--- src/rtl/sum_datapath.sv ---
// sum_datapath: register file plus single-cycle ALU.
// Each cycle the controller presents a control word (op, sh, d, n, m, dw).
// The datapath returns the ALU result and its N/Z/C/V flags combinationally,
// in the same cycle. When dw is high, the result is written back to R[d] on
// the next edge. A separate load port seeds the register file and takes
// priority over the ALU write when both target the same register.
module sum_datapath #(
   parameter int WIDTH = 16,
   parameter int NREGS = 4,
   parameter int RSW   = $clog2(NREGS),
   parameter int SHW   = $clog2(WIDTH)
) (
   input  logic             clk,
   input  logic             reset,
   input  logic [3:0]       op,
   input  logic [SHW-1:0]   sh,
   input  logic [RSW-1:0]   d,
   input  logic [RSW-1:0]   n,
   input  logic [RSW-1:0]   m,
   input  logic             dw,
   input  logic             ld_en,
   input  logic [RSW-1:0]   ld_sel,
   input  logic [WIDTH-1:0] ld_data,
   output logic [WIDTH-1:0] result,
   output logic             cn,
   output logic             cz,
   output logic             cc,
   output logic             cv,
   output logic [3:0]       nzcv_q
);

   localparam logic [3:0] OP_ADD   = 4'd0;
   localparam logic [3:0] OP_SUB   = 4'd1;
   localparam logic [3:0] OP_AND   = 4'd2;
   localparam logic [3:0] OP_ORR   = 4'd3;
   localparam logic [3:0] OP_EOR   = 4'd4;
   localparam logic [3:0] OP_B_PAS = 4'd5;
   localparam logic [3:0] OP_A_PAS = 4'd6;

   logic [WIDTH-1:0] regs [NREGS];
   logic [WIDTH-1:0] opa;
   logic [WIDTH-1:0] opb;
   logic [WIDTH:0]   sum_ext;
   logic             carry;
   logic             ovf;
   logic             op_valid;

   // Operand fetch. B is shifted left with zero fill; bits pushed past the
   // top are discarded.
   always_comb begin
      opa = regs[n];
      opb = regs[m] << sh;
   end

   // ALU. SUB is computed as A + ~B + 1, so the carry-out means "no borrow".
   // Reserved opcodes produce zero and clear every flag, including Z.
   always_comb begin
      result   = '0;
      sum_ext  = '0;
      carry    = 1'b0;
      ovf      = 1'b0;
      op_valid = 1'b1;
      unique case (op)
         OP_ADD: begin
            sum_ext = {1'b0, opa} + {1'b0, opb};
            result  = sum_ext[WIDTH-1:0];
            carry   = sum_ext[WIDTH];
            ovf     = (opa[WIDTH-1] == opb[WIDTH-1]) &&
                      (result[WIDTH-1] != opa[WIDTH-1]);
         end
         OP_SUB: begin
            sum_ext = {1'b0, opa} + {1'b0, ~opb} + {{WIDTH{1'b0}}, 1'b1};
            result  = sum_ext[WIDTH-1:0];
            carry   = sum_ext[WIDTH];
            ovf     = (opa[WIDTH-1] != opb[WIDTH-1]) &&
                      (result[WIDTH-1] != opa[WIDTH-1]);
         end
         OP_AND:   result = opa & opb;
         OP_ORR:   result = opa | opb;
         OP_EOR:   result = opa ^ opb;
         OP_B_PAS: result = opb;
         OP_A_PAS: result = opa;
         default:  op_valid = 1'b0;
      endcase
   end

   // Flag outputs, valid in the same cycle as the control word.
   always_comb begin
      cn = op_valid & result[WIDTH-1];
      cz = op_valid & (result == '0);
      cc = carry;
      cv = ovf;
   end

   // Register file and flag register. The load is applied after the ALU
   // write, so it wins when both target the same register. Reset overrides
   // both writes.
   always_ff @(posedge clk) begin
      if (reset) begin
         for (int i = 0; i < NREGS; i++) begin
            regs[i] <= '0;
         end
         nzcv_q <= '0;
      end else begin
         if (dw) begin
            regs[d] <= result;
            nzcv_q  <= {cn, cz, cc, cv};
         end
         if (ld_en) begin
            regs[ld_sel] <= ld_data;
         end
      end
   end

endmodule

--- config.mk ---
export PLATFORM = sky130hd
export DESIGN_NAME = sum_datapath
export DESIGN_NICKNAME = d
export VERILOG_FILES = /design/src/rtl/sum_datapath.sv
export SDC_FILE = /design/constraint.sdc
export NUM_CORES = 1
export LEC_CHECK = 0
export BUFFER_PORTS_ARGS = -buffer_cell sky130_fd_sc_hd__buf_2
export CELL_PAD_IN_SITES_DETAIL_PLACEMENT = 2
export CELL_PAD_IN_SITES_GLOBAL_PLACEMENT = 2
export CORE_ASPECT_RATIO = 1.1
export CORE_UTILIZATION = 39
export CTS_CLUSTER_DIAMETER = 60
export DETAILED_ROUTE_END_ITERATION = 8
export GPL_TIMING_DRIVEN = 0
export PLACE_DENSITY = 0.8
export SYNTH_ARGS = -nofsm -noshare
export SYNTH_HDL_FRONTEND = slang
export SYNTH_SLANG_ARGS = --single-unit
--- constraint.sdc ---
create_clock -name clk -period 7.2 [get_ports clk]
set_input_delay 1.08 -clock clk [delete_from_list [all_inputs] [get_ports clk]]
set_output_delay 1.08 -clock clk [all_outputs]
set_load 0.005 [all_outputs]
# Word level (Yosys, flattened, before mapping)
# Memories as Yosys holds them, arrays and structs flattened.
# Cells that the tools add are included.
dict set report word_totals {
  ff_bits 4
  mem_bits_rw 64
  inputBits 36
  output_inout_bits 24
  wordCells 47
  mem_count 1
}
dict set report classes {
  n_addsub 3
  n_eq_ne 10
  shifts 1
  muxes 18
  bitwise_logic 6
  n_reduce_logical 7
}
# memory depth width rd rd_ports_with_merged_regs wr line_no
set mem_list {}
lappend mem_list {regs 4 16 2 0 4 40} ;# logic [WIDTH-1:0] regs [NREGS];
# cell count
set ops {}
lappend ops {{$pmux 16 s7} 1}
lappend ops {{$add 16x16->17} 2}
lappend ops {{$mux 16} 2}
lappend ops {{$reduce_or 16->1} 2}
lappend ops {{$add 17x1->17 const B} 1}
lappend ops {{$and 16x16->16} 1}
lappend ops {{$logic_not 16->1} 1}
lappend ops {{$not 16->16} 1}
lappend ops {{$or 16x16->16} 1}
lappend ops {{$shl 16x4->16} 1}
lappend ops {{$xor 16x16->16} 1}
lappend ops {{$eq 4x3->1 const B} 3}
lappend ops {{$mux 1} 11}
lappend ops {{$eq 4x2->1 const B} 2}
lappend ops {{$reduce_or 7->1} 1}
lappend ops {{$eq 4x1->1 const B} 1}
lappend ops {{$logic_not 4->1} 1}
lappend ops {{$mux 2} 2}
lappend ops {{$pmux 1 s2} 2}
lappend ops {{$ne 1x1->1} 3}
lappend ops {{$and 1x1->1} 2}
lappend ops {{$logic_and 1x1->1} 2}
lappend ops {{$eq 1x1->1} 1}

# Logic depth before layout (Yosys ltp)
# An unclocked memory read counts as a cell.
dict set report depth {
  ltp_word 8
  depth_mapped 20
  depth_no_buf 18
}

# Worst setup path after synthesis
# No wires, ideal clock.
dict set report synth_timing {
  path_kind {input-to-output}
  start {in m[0]}
  end {out cz}
  arrival_ps 5172
  t_required_ps 6120
  slack_ps 948
  path_stages 17
  path_buffers 3
  cell_sequence {buf_6 buf_6 mux4_2 o22a_1 o21ai_2 nor3_1 a211oi_1 ha_1 clkbuf_1 and3_1 and4_1 a2111oi_0 a211o_1 a221o_1 a21oi_1 inv_1 nor4_1}
}
dict set report synth_between {
  elab_chain_len 8
  elab_cells_between_ends 12
  classes_between {add/sub: 3; shift: 1; mux: 1; bitwise: 5; reduce/logical: 1; memory: 1}
}
# element line_no
set synth_lines {}
lappend synth_lines {{from (decl)} 19} ;# input logic [RSW-1:0] m,
lappend synth_lines {{$mem_v2 4x16 (*)} --}
lappend synth_lines {{$shl 16x4->16 (*)} 52} ;# opb = regs[m] << sh;
lappend synth_lines {{$not 16->16} 72} ;# sum_ext = {1'b0, opa} + {1'b0, ~opb} + {{WIDTH{1'b0}}, 1'b1};
lappend synth_lines {{$add 16x16->17} 72}
lappend synth_lines {{$add 17x1->17} 72}
lappend synth_lines {{$pmux 16 s7 (*)} 63} ;# unique case (op)
lappend synth_lines {{$logic_not 16->1 (*)} 90} ;# cz = op_valid & (result == '0);
lappend synth_lines {{$and 1x1->1 (*)} 90}
lappend synth_lines {{to (decl)} 26} ;# output logic cz,
# Mark *: on every way between the ends. The rest lies on a longest branch, timed or not.

# Worst setup path after layout
# Same ends and word-level chain as after synthesis.

==> qor.txt <==
outcome - complete, no violations
Yosys reg bits - 68
kind of critical path - input port to primary output
WL met2 - 15540 microns
clock tree buffer depth - 2
most frequent cells in the layout - nand2_1, o21ai_0, edfxtp_1
Worst R2R Start - regs[2][3]
hold path cells - 2
grt ovf - 0
final worst path period share - 96.91%
Final Wtd Congestion - 0.9356
Port Buffer Count - 52
antenna violations before repair - 0
unique cell type count in the Yosys netlist - 81
reported net switching power - 0.5883 mW
root buf cell - clkbuf_16
RSZ-0062 raised after global routing - false
Skew-Pair Late Insertion Delay - 0.33 ns
clock power share - 25.7%
Crit Path Max Fanout - 10
sequential share of the synthesized area - 27.17%
First-pass DRT Iterations - 5
PD cells - 183.6 mW/mm^2
Yosys top cell by area - edfxtp_1
most frequent CP cell - o31ai_1
number of buffers created by CTS - 9
Worst VDD drop - 129.2 uV
Crit path arrival time - 5.90 ns
Post-DRT Antenna Nets - 0
Design Area, Final - 0.008247 sq mm
final count of pins violating max slew - 0
Routed WL - 30360 microns
share of cells above drive strength 1 - 17.89%
clock slew at reported path FFs - 0.06 ns
Post-synth top flop - edfxtp_1
total power draw - 1.514 mW
R2R Path End - nzcv_q[2]
sw frac - 38.86%
worst slew pin tran - 1.210 ns
CTS tree - built
pre-CTS WS - -0.4370 ns
ANT cells - 0
Worst Path Buf+Inv - 4
Crit-path slowest cell - mux4_1
WL/cell - 26.82 microns
Pint - 0.9257 mW
Final setup viols - 0
Worst Setup End Kind - primary output
via/cell ratio - 6.368
share of total power in combinational logic - 42.6%
Sink Count - 68
worst endpoint required time - 6.12 ns
cells after synthesis - 821
P_leak - 3.243 nW
Startpoint Class - input port
pin count of the biggest net entering global routing - 17
CORE AREA - 0.01848 sq mm
Reg2Reg Setup Slack - 1.93 ns
critical path cell sequence - buf_6 > mux4_1 > mux2_2 > mux4_2 > and2_4 > inv_1 > ha_1 > clkbuf_1 > nor2_1 > o21ai_0 > a21oi_1 > o31ai_1 > o31ai_1 > xnor2_1 > a221o_1 > nor4_1 > buf_2
wire length on met1 - 12530 microns
cell area after synthesis - 0.007367 sq mm
Tmin final - 6.978 ns
syn_nets - 910
Sequential Power Share - 31.7%
I/O Pins - 60
vias in the first global route - 7975
max incr delay on CP - 0.68 ns
worst hold path startpoint - nzcv_q[3]
worst min path class - flip-flop to flip-flop
r2r worst-path depth - 16
skew final - 0.005952 ns
ys async rst share - 0%
Avg Inst Size Synth - 8.973 sq um
Starting Density - 39.87%
Die Wd - 133.0 microns
Setup Buffers After CTS - 0
Fmax achieved - 143.3 MHz
Post-route DRC - 0
Die Span Y - 146.2 microns
area grow syn2layout - 11.94%
Total GRT Usage - 31.96%
htree depth - 3
Site Rows - 52
EDFF count, synth - 64
nets@finish - 974
delay-heaviest family, CP - multiplexers
Synth area leaders - edfxtp_1, mux4_2, ha_1
met3 wire len - 1191 microns
most common cell after layout, fill and taps aside - nand2_1
post-synth top area share - 26.09%
DR top layer - met4
die area - 0.01944 sq mm
Placed Area - 0.007931 sq mm
initial drt markers - 515
Final Hold Viols - 0
Detail Placement HPWL - 24570 microns
yosys synthesis warning count - 0
via count - 7209
global-route wire length before repair - 47090 microns
relative slew slack - 18.72%
maxcap violations - 0
Worst Hold Endpoint - nzcv_q[3]
final worst slack - 0.2222 ns
-- flip-flops by register name, indices dropped and copies added (netlist names) --
register	cells
nzcv_q	4
regs	64
-- timing repair --
item | CTS | global route
resized for setup | 5 | 15
pin swaps | 0 | 1
endpoints found under the setup margin | 3 | 3
hold buffers | 0 | 0
-- cell type report --
type | count | area, sq um
buffer | 52 | 231.5
clock buffer | 11 | 232.7
clock inverter | 4 | 17.52
fill | 2086 | 10230
inverter | 56 | 210.2
multi-input combinational | 645 | 4984
sequential | 68 | 2002
tap | 243 | 304.0
timing repair buffer | 53 | 265.3
-- power groups by stage --
stage | combinational (mW) | clock [mW] | sequential [mW]
final | 0.645 | 0.389 | 0.480
after global routing | 0.694 | 0.402 | 0.482
after CTS | 0.631 | 0.390 | 0.480
after detailed placement | 0.622 | 0 | 0.487
after global placement | 0.590 | 0 | 0.481
after floorplan | 0.409 | 0 | 0.478
-- worst max path at each step --
stage | from | end | slack [ns] | cells past startpoint
2_1_floorplan | m[0] | cz | 0.95 | 17
3_3_place_gp | sh[0] | cz | -0.28 | 17
3_5_place_dp | sh[0] | cz | -0.44 | 18
4_1_cts | m[1] | cz | 0.001 | 16
5_1_grt | m[0] | cz | 0.009 | 17
6_report | m[0] | cz | 0.22 | 17
-- kinds of logic after synthesis --
| family | count (synthesis) | synth area share, % |
|---|---|---|
| AOI/OAI and AO/OA | 246 | 22.71 |
| xor gates and xnor gates | 9 | 1.070 |
| adders and majority gates | 53 | 9.205 |
| buffers and inverters | 108 | 5.910 |
| DFF | 68 | 27.17 |
| muxes | 69 | 16.36 |
| and+or+nand+nor | 268 | 17.58 |
-- per-stage QoR --
stage	hold WS, ns	cells	util [%]	TNS [ns]
finish	0.4880	1132	44.63	0
global route	0.5150	1132	44.63	0
CTS	0.4975	1131	44.37	0
detailed placement	0.4909	1116	42.92	-0.8979
global placement	0.4712	1116	42.92	-0.3813
floorplan	0.4783	821	-	0
-- routing by layer --
metal	vias to the layer above	track usage [%]
met2	226	56.73
met4	0	13.16
li1	3221	-
met1	3693	39.32
met5	-	0
met3	69	3.299
-- synthesized netlist by cell type (all sizes together), types with 7 or more instances --
cell type  number
nand2         106
o21ai          78
edfxtp         64
nor2           57
inv            56
ha             51
a21oi          43
clkbuf         40
mux4           37
mux2           16
mux2i          16
nor3           16
a211oi         15
nand2b         14
buf            12
nand3          12
a22o           11
o211ai         10
a21o            9
a31oi           9
nor2b           9
or3             8
and2            7
o221ai          7
or2             7
-- worst register-to-register path: stages, from the launching register on --
cell      delay [ns]
edfxtp_1        0.42
mux4_1          0.63
mux2_2          0.36
mux4_2          0.54
and2_4          0.20
inv_1           0.08
ha_1            0.21
clkbuf_1        0.41
nor2_1          0.08
o21ai_0         0.13
a21oi_1         0.14
o31ai_1         0.61
o31ai_1         0.20
xnor2_1         0.18
a221o_1         0.41
a2111o_1        0.39
o32ai_2         0.19
No activity file was read; power rests on OpenSTA's default activity.
